File: src/rtl/char_palette_arbiter.sv
// Round-robin arbiter sharing one 16-entry character palette between two sprite requesters.
// Optional grant counters are built when PAL_GRANT_CNT_EN is defined.
module char_palette_arbiter #(
   parameter logic [3:0] TRANSP_INDEX = 4'h0
`ifdef PAL_GRANT_CNT_EN
   ,
   parameter int unsigned CNT_W = 16
`endif
) (
   input  logic       Clk,
   input  logic       Reset_n,
   input  logic       req0,
   input  logic       req1,
   input  logic [3:0] idx0,
   input  logic [3:0] idx1,
   output logic       gnt0,
   output logic       gnt1,
   output logic [3:0] pal_index,
   input  logic [3:0] pal_red,
   input  logic [3:0] pal_green,
   input  logic [3:0] pal_blue,
   output logic       rsp_valid,
   input  logic       rsp_ready,
   output logic       rsp_id,
   output logic [3:0] rsp_red,
   output logic [3:0] rsp_green,
   output logic [3:0] rsp_blue,
   output logic       rsp_transparent
`ifdef PAL_GRANT_CNT_EN
   ,
   output logic [CNT_W-1:0] gnt_cnt0,
   output logic [CNT_W-1:0] gnt_cnt1
`endif
);

   logic       s1_valid_q, s1_valid_d;
   logic [3:0] pal_index_q, pal_index_d;
   logic       s1_id_q, s1_id_d;
   logic       last_id_q, last_id_d;
   logic       rsp_valid_q, rsp_valid_d;
   logic       rsp_id_q, rsp_id_d;
   logic [3:0] rsp_red_q, rsp_red_d;
   logic [3:0] rsp_green_q, rsp_green_d;
   logic [3:0] rsp_blue_q, rsp_blue_d;
   logic       rsp_transparent_q, rsp_transparent_d;
   logic       s2_free, s1_free, grant_en;

   assign s2_free  = ~rsp_valid_q | rsp_ready;
   assign s1_free  = ~s1_valid_q | s2_free;
   assign grant_en = Reset_n & s1_free;

   // On a tie the requester that did not win last time goes first.
   assign gnt0 = grant_en & req0 & (~req1 | last_id_q);
   assign gnt1 = grant_en & req1 & (~req0 | ~last_id_q);

   always_comb begin
      s1_valid_d        = s1_valid_q;
      pal_index_d       = pal_index_q;
      s1_id_d           = s1_id_q;
      last_id_d         = last_id_q;
      rsp_valid_d       = rsp_valid_q;
      rsp_id_d          = rsp_id_q;
      rsp_red_d         = rsp_red_q;
      rsp_green_d       = rsp_green_q;
      rsp_blue_d        = rsp_blue_q;
      rsp_transparent_d = rsp_transparent_q;

      if (s1_free) begin
         if (gnt0 | gnt1) begin
            s1_valid_d  = 1'b1;
            pal_index_d = gnt1 ? idx1 : idx0;
            s1_id_d     = gnt1;
            last_id_d   = gnt1;
         end else begin
            s1_valid_d  = 1'b0;
         end
      end

      if (s2_free) begin
         rsp_valid_d = s1_valid_q;
         if (s1_valid_q) begin
            rsp_id_d          = s1_id_q;
            rsp_red_d         = pal_red;
            rsp_green_d       = pal_green;
            rsp_blue_d        = pal_blue;
            rsp_transparent_d = (pal_index_q == TRANSP_INDEX);
         end
      end
   end

   always_ff @(posedge Clk) begin
      if (!Reset_n) begin
         s1_valid_q        <= 1'b0;
         pal_index_q       <= 4'h0;
         s1_id_q           <= 1'b0;
         last_id_q         <= 1'b1;
         rsp_valid_q       <= 1'b0;
         rsp_id_q          <= 1'b0;
         rsp_red_q         <= 4'h0;
         rsp_green_q       <= 4'h0;
         rsp_blue_q        <= 4'h0;
         rsp_transparent_q <= 1'b0;
      end else begin
         s1_valid_q        <= s1_valid_d;
         pal_index_q       <= pal_index_d;
         s1_id_q           <= s1_id_d;
         last_id_q         <= last_id_d;
         rsp_valid_q       <= rsp_valid_d;
         rsp_id_q          <= rsp_id_d;
         rsp_red_q         <= rsp_red_d;
         rsp_green_q       <= rsp_green_d;
         rsp_blue_q        <= rsp_blue_d;
         rsp_transparent_q <= rsp_transparent_d;
      end
   end

   assign pal_index       = pal_index_q;
   assign rsp_valid       = rsp_valid_q;
   assign rsp_id          = rsp_id_q;
   assign rsp_red         = rsp_red_q;
   assign rsp_green       = rsp_green_q;
   assign rsp_blue        = rsp_blue_q;
   assign rsp_transparent = rsp_transparent_q;

`ifdef PAL_GRANT_CNT_EN
   localparam logic [CNT_W-1:0] CntOne = {{(CNT_W-1){1'b0}}, 1'b1};

   logic [CNT_W-1:0] gnt_cnt0_q, gnt_cnt0_d;
   logic [CNT_W-1:0] gnt_cnt1_q, gnt_cnt1_d;

   // Free-running wrap at 2^CNT_W.
   always_comb begin
      gnt_cnt0_d = gnt_cnt0_q;
      gnt_cnt1_d = gnt_cnt1_q;
      if (gnt0) gnt_cnt0_d = gnt_cnt0_q + CntOne;
      if (gnt1) gnt_cnt1_d = gnt_cnt1_q + CntOne;
   end

   always_ff @(posedge Clk) begin
      if (!Reset_n) begin
         gnt_cnt0_q <= '0;
         gnt_cnt1_q <= '0;
      end else begin
         gnt_cnt0_q <= gnt_cnt0_d;
         gnt_cnt1_q <= gnt_cnt1_d;
      end
   end

   assign gnt_cnt0 = gnt_cnt0_q;
   assign gnt_cnt1 = gnt_cnt1_q;
`endif

endmodule
File: config.mk
export PLATFORM = sky130hd
export DESIGN_NAME = char_palette_arbiter
export DESIGN_NICKNAME = d
export VERILOG_FILES = /design/src/rtl/char_palette_arbiter.sv
export SDC_FILE = /design/constraint.sdc
export NUM_CORES = 1
export LEC_CHECK = 0
export CAP_MARGIN = 20
export CORE_ASPECT_RATIO = 0.75
export CORE_MARGIN = 8
export CORE_UTILIZATION = 43
export DETAILED_ROUTE_END_ITERATION = 10
export PLACE_DENSITY = 0.88
export SLEW_MARGIN = 20
export SYNTH_ARGS = -nofsm -noshare
export SYNTH_HDL_FRONTEND = slang
export SYNTH_SLANG_ARGS = --single-unit
File: constraint.sdc
create_clock -name Clk -period 2.9 [get_ports Clk]
set_clock_uncertainty 0.1 [all_clocks]
set_input_delay 0.29 -clock Clk [delete_from_list [all_inputs] [get_ports Clk]]
set_output_delay 0.29 -clock Clk [all_outputs]
set_load 0.1 [all_outputs]
==> reports/results.txt <==
CP startpoint kind = primary input
Worst min path class = register to register
Number of I/O pins = 46
Initial antenna violation count = 0
Area share of the largest cell type after synthesis = 0.453
CTS tree = done
Setup TNS = 0 ns
Synth Instances = 109
Global-route wire length before repair = 4930 um
Main combinational cell family by area after synthesis = compound AO/OA/AOI/OAI gates
Area of the core = 2210 um^2
Routed Antenna Nets = 0
Final-report setup violation count = 0
Fin crit share = 0.806
MaxCap Viol Count = 0
Clock sink count = 22
CTS resizes = 0
Worst path slowest cell = or3b_1
Post-DP HPWL = 2240 um
Syn_nets = 134
GRT Overall Usage = 0.148
WL final = 2890 um
H-tree Lvls = 1
Share of cells above drive strength 1 = 0.199
CP required = 2.51 ns
Critical-path cell list = clkdlybuf4s50_1 > and3b_1 > or3b_1 > clkinv_2 > buf_12
Via/cell ratio = 5.78
Pleak = 0.557 nW
DR iter-0 viols = 147
Clk pin slew, worst setup/hold paths = 0.12 ns
Final min period = 2.34 ns
Commonest non-fill, non-tap cell in the layout = clkdlybuf4s50_1
Via count of the routed design = 1017
DRC Markers = 0
Area leader, netlist = dfxtp_1
Wirelength per Cell = 16.4 um
RSZ-0062 raised after global routing = no
DP Cell Count = 172
Die Height = 57.2 um
Simple-gate portion of the synthesized area = 0.201
Crit path max fanout = 11
Synth Area in XOR/XNOR = 0
DRT Pass-1 Iters = 4
TritonCTS buffer count = 3
Hold-critical path depth = 2
Avg Cell Area, Syn = 8.92 um^2
Kind of critical path = primary input to output port
Initial Util = 0.439
Largest net degree at the start of global routing = 25
FP Rows = 15
Slowest stage delay, CP = 0.55 ns
Mux cell area share after synthesis = 0
Area share of fa/ha/maj cells after synthesis = 0
Slew Viols, Final = 0
Achievable Freq = 428 MHz
Port Buffers = 45
Gpl congestion = 0.855
Die area = 4050 um^2
Most frequent cells in the layout = 24 x clkdlybuf4s50_1, 22 x dfxtp_1, 21 x buf_4
Compound-Gate Fraction of Synth Area = 0.292
CTS max path bufs = 2
Buf/Inv on CP = 3
Synth warn = 0
# Post-CTS Setup Buffers = 0
Layout area overhead = 48.1%
CTS Hold Buffers Added = 0
Post-synthesis cell area = 972 um^2
Worst path depth = 5
Synth top area cells = dfxtp_1 45%, a21boi_0 12%, o21ai_0 8.2%
Outcome = complete, no violations
Fin cells = 176
Total gr overflow = 0
Hold Vio Cnt, Final = 0
R2r worst-path depth = 4
Crit. Startpoint = rsp_ready
Delay-heaviest family, CP = simple AND/OR/NAND/NOR gates
Ant diodes = 0
Critical path arrival = 1.95 ns
Die W = 70.9 um
Pwr dens = 538 nW/um^2
Root buf cell = clkbuf_4
R2R Path Start = rsp_valid$_SDFFE_PN0P_
Layout net count = 177
Crit. End Element = output port
Worst-Margin Slew = 0.805 ns
Hold path startpoint = s1_id_q$_SDFFE_PN0P_
Worst VDD drop = 266 uV
Slew HR = 0.463
Clk Latency, worst-skew pair = 0.31 ns
Synth unique cells = 25
Vias in the first global route = 1090
Sequential fraction of the synthesis area = 0.453
Seq cells post-synth = 22
==> worst register-to-register path: stages, from the launching register on <==
cell	delay [ns]
dfxtp_1	0.41
and3b_1	0.45
or3b_1	0.33
clkinv_2	0.13
o311ai_1	0.29
==> power breakdown <==
group / switching (mW) / internal [mW]
clock: 0.0887 / 0.0767
sequential: 0.0133 / 0.323
combinational: 0.192 / 0.0805
==> routing by layer <==
layer	global-route usage	routed length [um]	up-vias
li1	-	-	490
met1	0.156	1140	478
met2	0.258	1420	43
met3	0.0682	287	6
met4	0.0472	38	0
met5	0	0	-
==> through the flow <==
step	hold WS, ns	util	power [mW]	cell area [um^2]	setup WS (ns)
floorplan	0.322	-	0.531	978	0.435
global route	0.410	0.650	0.810	1440	0.476
finish	0.387	0.650	0.774	1440	0.562
detailed placement	0.367	0.634	0.616	1400	0.577
global placement	0.363	0.634	0.611	1400	0.632
CTS	0.388	0.650	0.780	1440	0.577
==> cells in the mapped netlist <==
library cell,count
buf_6,1
a21bo_2,1
nor3_2,1
buf_2,2
clkbuf_1,6
nand2_1,3
dfxtp_1,22
nand3_1,15
a31oi_1,3
and3b_1,1
o21ai_0,16
or3b_1,1
nand3b_1,1
nor4_1,1
o311ai_1,1
nor2b_1,2
a21boi_0,15
nand4bb_1,1
and2_1,1
o31ai_1,6
clkinv_2,1
o31a_1,1
inv_1,1
nand4_1,4
nand2b_1,2
==> kinds of logic after synthesis <==
| family | Yosys count |
|---|---|
| buf+inv | 11 |
| simple gates | 33 |
| flops | 22 |
| compound gates | 43 |
==> state kept, by name (all words and copies together), names as in the netlist <==
register and cells:
rsp_id 1, s1_id_q 1, rsp_green 4, rsp_red 4
rsp_blue 4, pal_index 4, rsp_transparent 1, s1_valid_q 1
last_id_q 1, rsp_valid 1
==> area by class of cell <==
class                   instances  area [um^2]
fillers                       192          774
repair buffers                 47          438
multi-input cells              76          485
flip-flops and latches         22          440
well taps                      25         31.3
inverters                       2         8.76
clock buffers                   4         36.3
==> path summary, 6_finish.rpt <==
| check | endpoint | slack, ns |
|---|---|---|
| setup / recovery | gnt1 | 0.56 |
| hold / removal | s1_id_q$_SDFFE_PN0P_ | 0.39 |
| setup reg to reg | pal_index[2]$_SDFFE_PN0P_ | 1.11 |
| hold reg to reg | s1_id_q$_SDFFE_PN0P_ | 0.39 |
No activity file was read; power rests on OpenSTA's default activity.
==> patch 1, RTL diff (config.mk and constraints unchanged) <==
The option `PAL_GRANT_CNT_EN` is turned on by a define.
--- a/src/rtl/char_palette_arbiter.sv
+++ b/src/rtl/char_palette_arbiter.sv
@@ -1,4 +1,6 @@
 // Round-robin arbiter sharing one 16-entry character palette between two sprite requesters.
 // Optional grant counters are built when PAL_GRANT_CNT_EN is defined.
+`define PAL_GRANT_CNT_EN
+
 module char_palette_arbiter #(
    parameter logic [3:0] TRANSP_INDEX = 4'h0
Formal check against the unedited RTL (old outputs only; new: gnt_cnt0 and gnt_cnt1): equivalent (equiv_simple and equiv_induct, registers matched by name and starting in step).
==> patch 1 against the original RTL <==
  * Wire length grew 120%
  * Sequential share of layout area grew 3.9 points
  * Sequential cell count grew 32
  * Area after synthesis grew 140%
  * Design area grew 120%
  * Hold slack lost 0.029 ns
  * Power grew 110%
  * Setup slack lost 0.019 ns
==> patch 1: results (changes against the original RTL) <==
| Metric | Value |
|---|---|
| Buffer share of cell area | `0.221 (-0.0829)` |
| Max_slew headroom | `0.511 (+0.0481)` |
| WL final | `6240 microns (+120%)` |
| Worst Setup EP | `gnt0` |
| First-pass GRT wire length | `9930 microns (+100%)` |
| PortBufs | `77 (+71%)` |
| # clock sinks | `54 (+150%)` |
| FF-to-FF End | `gnt_cnt0[15]` |
| Post-DP HPWL | `4670 microns (+110%)` |
| Setup slack, reg-to-reg | `0.92 ns (-0.19 ns)` |
| Setup WS pre-CTS | `0.558 ns (-0.0193 ns)` |
| Global placement routability congestion | `0.803 (-6.1%)` |
| Largest net degree at the start of global routing | `21 (-16%)` |
| CTS H-Tree Depth | `2 (+1)` |
| CTS Buf Count | `5 (+2)` |
| Commonest cells post-synth | `54 x dfxtp_1, 52 x nand2_1, 27 x a21oi_1, 12 x o31ai_1` |
| Worst VDD drop | `333 uV (+25%)` |
| Root buffer cell | `clkbuf_8` |
| Status | `finished, final reports clean` |
| Area of the multi-input gates | `0.00113 sq mm (+130%)` |
| Inverter count | `7 (+5)` |
| Sequential cell area share | `0.345 (+0.0391)` |
| Clk pwr share | `0.306 (+0.092)` |
| Non-Filler Instances | `413 (+130%)` |
| Placed Area | `0.00302 sq mm (+120%)` |
| Filler cell count | `487 (+150%)` |
| Syn Inst Count | `260 (+140%)` |
| Tot Pwr | `1.62 mW (+110%)` |
| HP Start | `rsp_red[3]` |
-- patch 1: cell count changes after synthesis, sizes merged, moves of 5 or more --
cell	change
nand2	+49
dfxtp	+32
a21oi	+27
a21boi	-14
o21ai	-11
nand4	+8
or4	+8
nor2	+7
mux2i	+6
o31ai	+6
nor3	+5
-- patch 1: routing by layer --
metal  vias to the layer above  share of wire  global-route usage
met5                         -              0                   0
met2                        80           0.45               0.253
met3                         8          0.087              0.0541
met4                         0          0.011              0.0451
met1                      1050           0.45               0.182
li1                       1110              -                   -
-- patch 1: logic make-up after synthesis --
logic type	count (synthesis)	synth area share
XOR/XNOR	6	0.0230
flip-flops	54	0.473
AND/OR/NAND/NOR	115	0.269
adder cells (fa/ha/maj)	2	0.0110
buffers and inverters	18	0.0329
AO/OA/AOI/OAI	59	0.165
multiplexers	6	0.0263
-- patch 1: critical path, cell delays in order --
cell,delay [ns]
clkdlybuf4s50_1,0.63
and2_1,0.19
nand3_1,0.30
inv_2,0.33
buf_12,0.21
==> patch 2, RTL diff (same settings) <==
Without the edit above. Register the output `rsp_green` once more, cleared by the reset; this adds one clock of latency there. The other outputs are not delayed to match.
--- a/src/rtl/char_palette_arbiter.sv
+++ b/src/rtl/char_palette_arbiter.sv
@@ -119,5 +119,11 @@
    assign rsp_id          = rsp_id_q;
    assign rsp_red         = rsp_red_q;
-   assign rsp_green       = rsp_green_q;
+   always_ff @(posedge Clk) begin
+      if (!Reset_n) begin
+         rsp_green <= '0;
+      end else begin
+         rsp_green <= rsp_green_q;
+      end
+   end
    assign rsp_blue        = rsp_blue_q;
    assign rsp_transparent = rsp_transparent_q;
Behaviour: not the same (Yosys sat finds a counterexample within 4 cycles, from zero or initial values and one cycle with Reset_n low).
==> patch 2 against the original RTL <==
  * Die area rose by 8.9%
  * Design area rose by 6.7%
  * Sequential cell count grew 4
  * Area after synthesis rose by 12%
  * Non-clock buffer count decreased by 1
  * Highest routed layer unchanged
  * Largest power group unchanged
  * Power increased by 6.8%
  * Critical path type is now flip-flop to output port
  * Setup slack better by 0.014 ns
  * Via count grew 2.9%
  * First-iteration DRC count grew 12%
  * Wire length up 2.5%
  * Critical endpoint unchanged
  * Clock power is 8% higher
  * Utilization is 0.47 points higher
==> patch 2: results (changes against the original RTL) <==
| Metric | Value |
|---|---|
| Status | `finished, final reports clean` |
| WL final | `2960 microns (+2.5%)` |
| Vias/cell | `5.42 (-6.2%)` |
| Global placement routability congestion | `0.767 (-10%)` |
| Worst path slowest cell | `dfxtp_1` |
| Hold Slack | `0.366 ns (-0.0209 ns)` |
| CP Max Fanout | `17 (+6)` |
| R2R Path Start | `s1_valid_q` |
| Syn Nets | `144 (+7.5%)` |
| First-pass GRT wire length | `4770 microns (-3.4%)` |
| Synthesis Warnings | `0 (unchanged)` |
| Largest net degree at the start of global routing | `32 (+28%)` |
| Fraction of layout cells with a size suffix above 1 | `0.189 (-0.0100)` |
| R2R depth | `3 (-1)` |
| HP Start | `rsp_green_q[3]` |
| Worst path top cell family by delay | `simple AND/OR/NAND/NOR gates` |
| Worst Hold End | `rsp_green[3]` |
| Worst-Margin Slew | `0.539 ns (-0.266 ns)` |
| Non-Filler Instances | `193 (+9.7%)` |
| Placed Area | `0.00150 sq mm (+6.9%)` |
| Post-synthesis sequential area ratio | `0.478 (+0.0251)` |
| Worst EP arrival | `1.93 ns (-0.02 ns)` |
| Mux cell area share after synthesis | `0 (unchanged)` |
| CP peak stage delay | `0.69 ns (+0.14 ns)` |
| CTS Buf Count | `3 (unchanged)` |
| Buffer levels on the longest clock path | `2 (unchanged)` |
| Post-DP HPWL | `2250 microns (about the same)` |
| FF-to-FF End | `last_id_q` |
| Commonest cells post-synth | `26 x dfxtp_1, 17 x nand3_1, 15 x o21ai_0, 11 x a21boi_1` |
| Hold Path Depth | `1 (-1)` |
| Worst VDD drop | `300 uV (+13%)` |
| Lkg Pwr | `0.616 nW (+11%)` |
| Clock-pin slew on the worst setup and hold paths | `0.13 ns` |
| Initial DRC count | `165 (+12%)` |
| Compound-Gate Fraction of Synth Area | `0.241 (-0.0508)` |
| Total GRT Usage | `0.136 (-0.0125)` |
| Setup WS pre-CTS | `0.907 ns (+0.329 ns)` |
| Synth top area cells | `dfxtp_1 48%, nand3_1 7.8%, a21boi_1 7.6%, o21ai_0 6.9%, a21boi_0 4.1%` |
| Syn Inst Count | `119 (+9.2%)` |
| Vias in the first global route | `1029 (-5.6%)` |
| Library cells used by synthesis | `27 (+8.0%)` |
[patch 2: changes by cell type in the layout (fill, tap and decap cells not counted), sizes merged, moves of 3 or more]
| cell | before | now |
|---|---|---|
| o211ai | 0 | 4 |
| o31ai | 6 | 0 |
| and2 | 1 | 5 |
| a31oi | 3 | 0 |
| a21boi | 15 | 18 |
| dfxtp | 22 | 26 |
[patch 2: layout make-up]
class | count | area [sq um]
inverters | 2 | 7.51
multi-input cells | 81 | 499
flip-flops and latches | 26 | 520
well taps | 34 | 42.5
clock buffers | 4 | 36.3
fillers | 221 | 810
repair buffers | 46 | 430
[patch 2: layer usage]
layer	routed length, microns	share of wire	vias to the layer above	global-route usage
met5	0	0	-	0
met4	42	0.014	0	0.0283
met3	281	0.095	6	0.0574
met2	1500	0.51	46	0.235
met1	1140	0.38	485	0.150
li1	-	-	509	-
[patch 2: logic make-up (layout without fill, tap and decap cells)]
logic type,Yosys count,count (layout)
and+or+nand+nor,41,41
buffers and inverters,12,52
AOI/OAI and AO/OA,40,40
DFF,26,26
[patch 2: how the worst max path moves through the flow]
stage | startpoint | end | slack [ns]
finish | s1_valid_q | gnt1 | 0.58
global route | s1_valid_q | gnt1 | 0.42
CTS | s1_valid_q | gnt1 | 0.59
detailed placement | rsp_ready | gnt1 | 0.91
global placement | rsp_ready | gnt1 | 0.94
floorplan | rsp_valid | gnt0 | 0.62
[patch 2: where the power goes]
| part | leakage [nW] | switching [mW] | internal [mW] |
|---|---|---|---|
| clock | 0.0210 | 0.102 | 0.0768 |
| combinational | 0.381 | 0.175 | 0.0779 |
| sequential | 0.214 | 0.0163 | 0.379 |
| total | 0.616 | 0.293 | 0.534 |
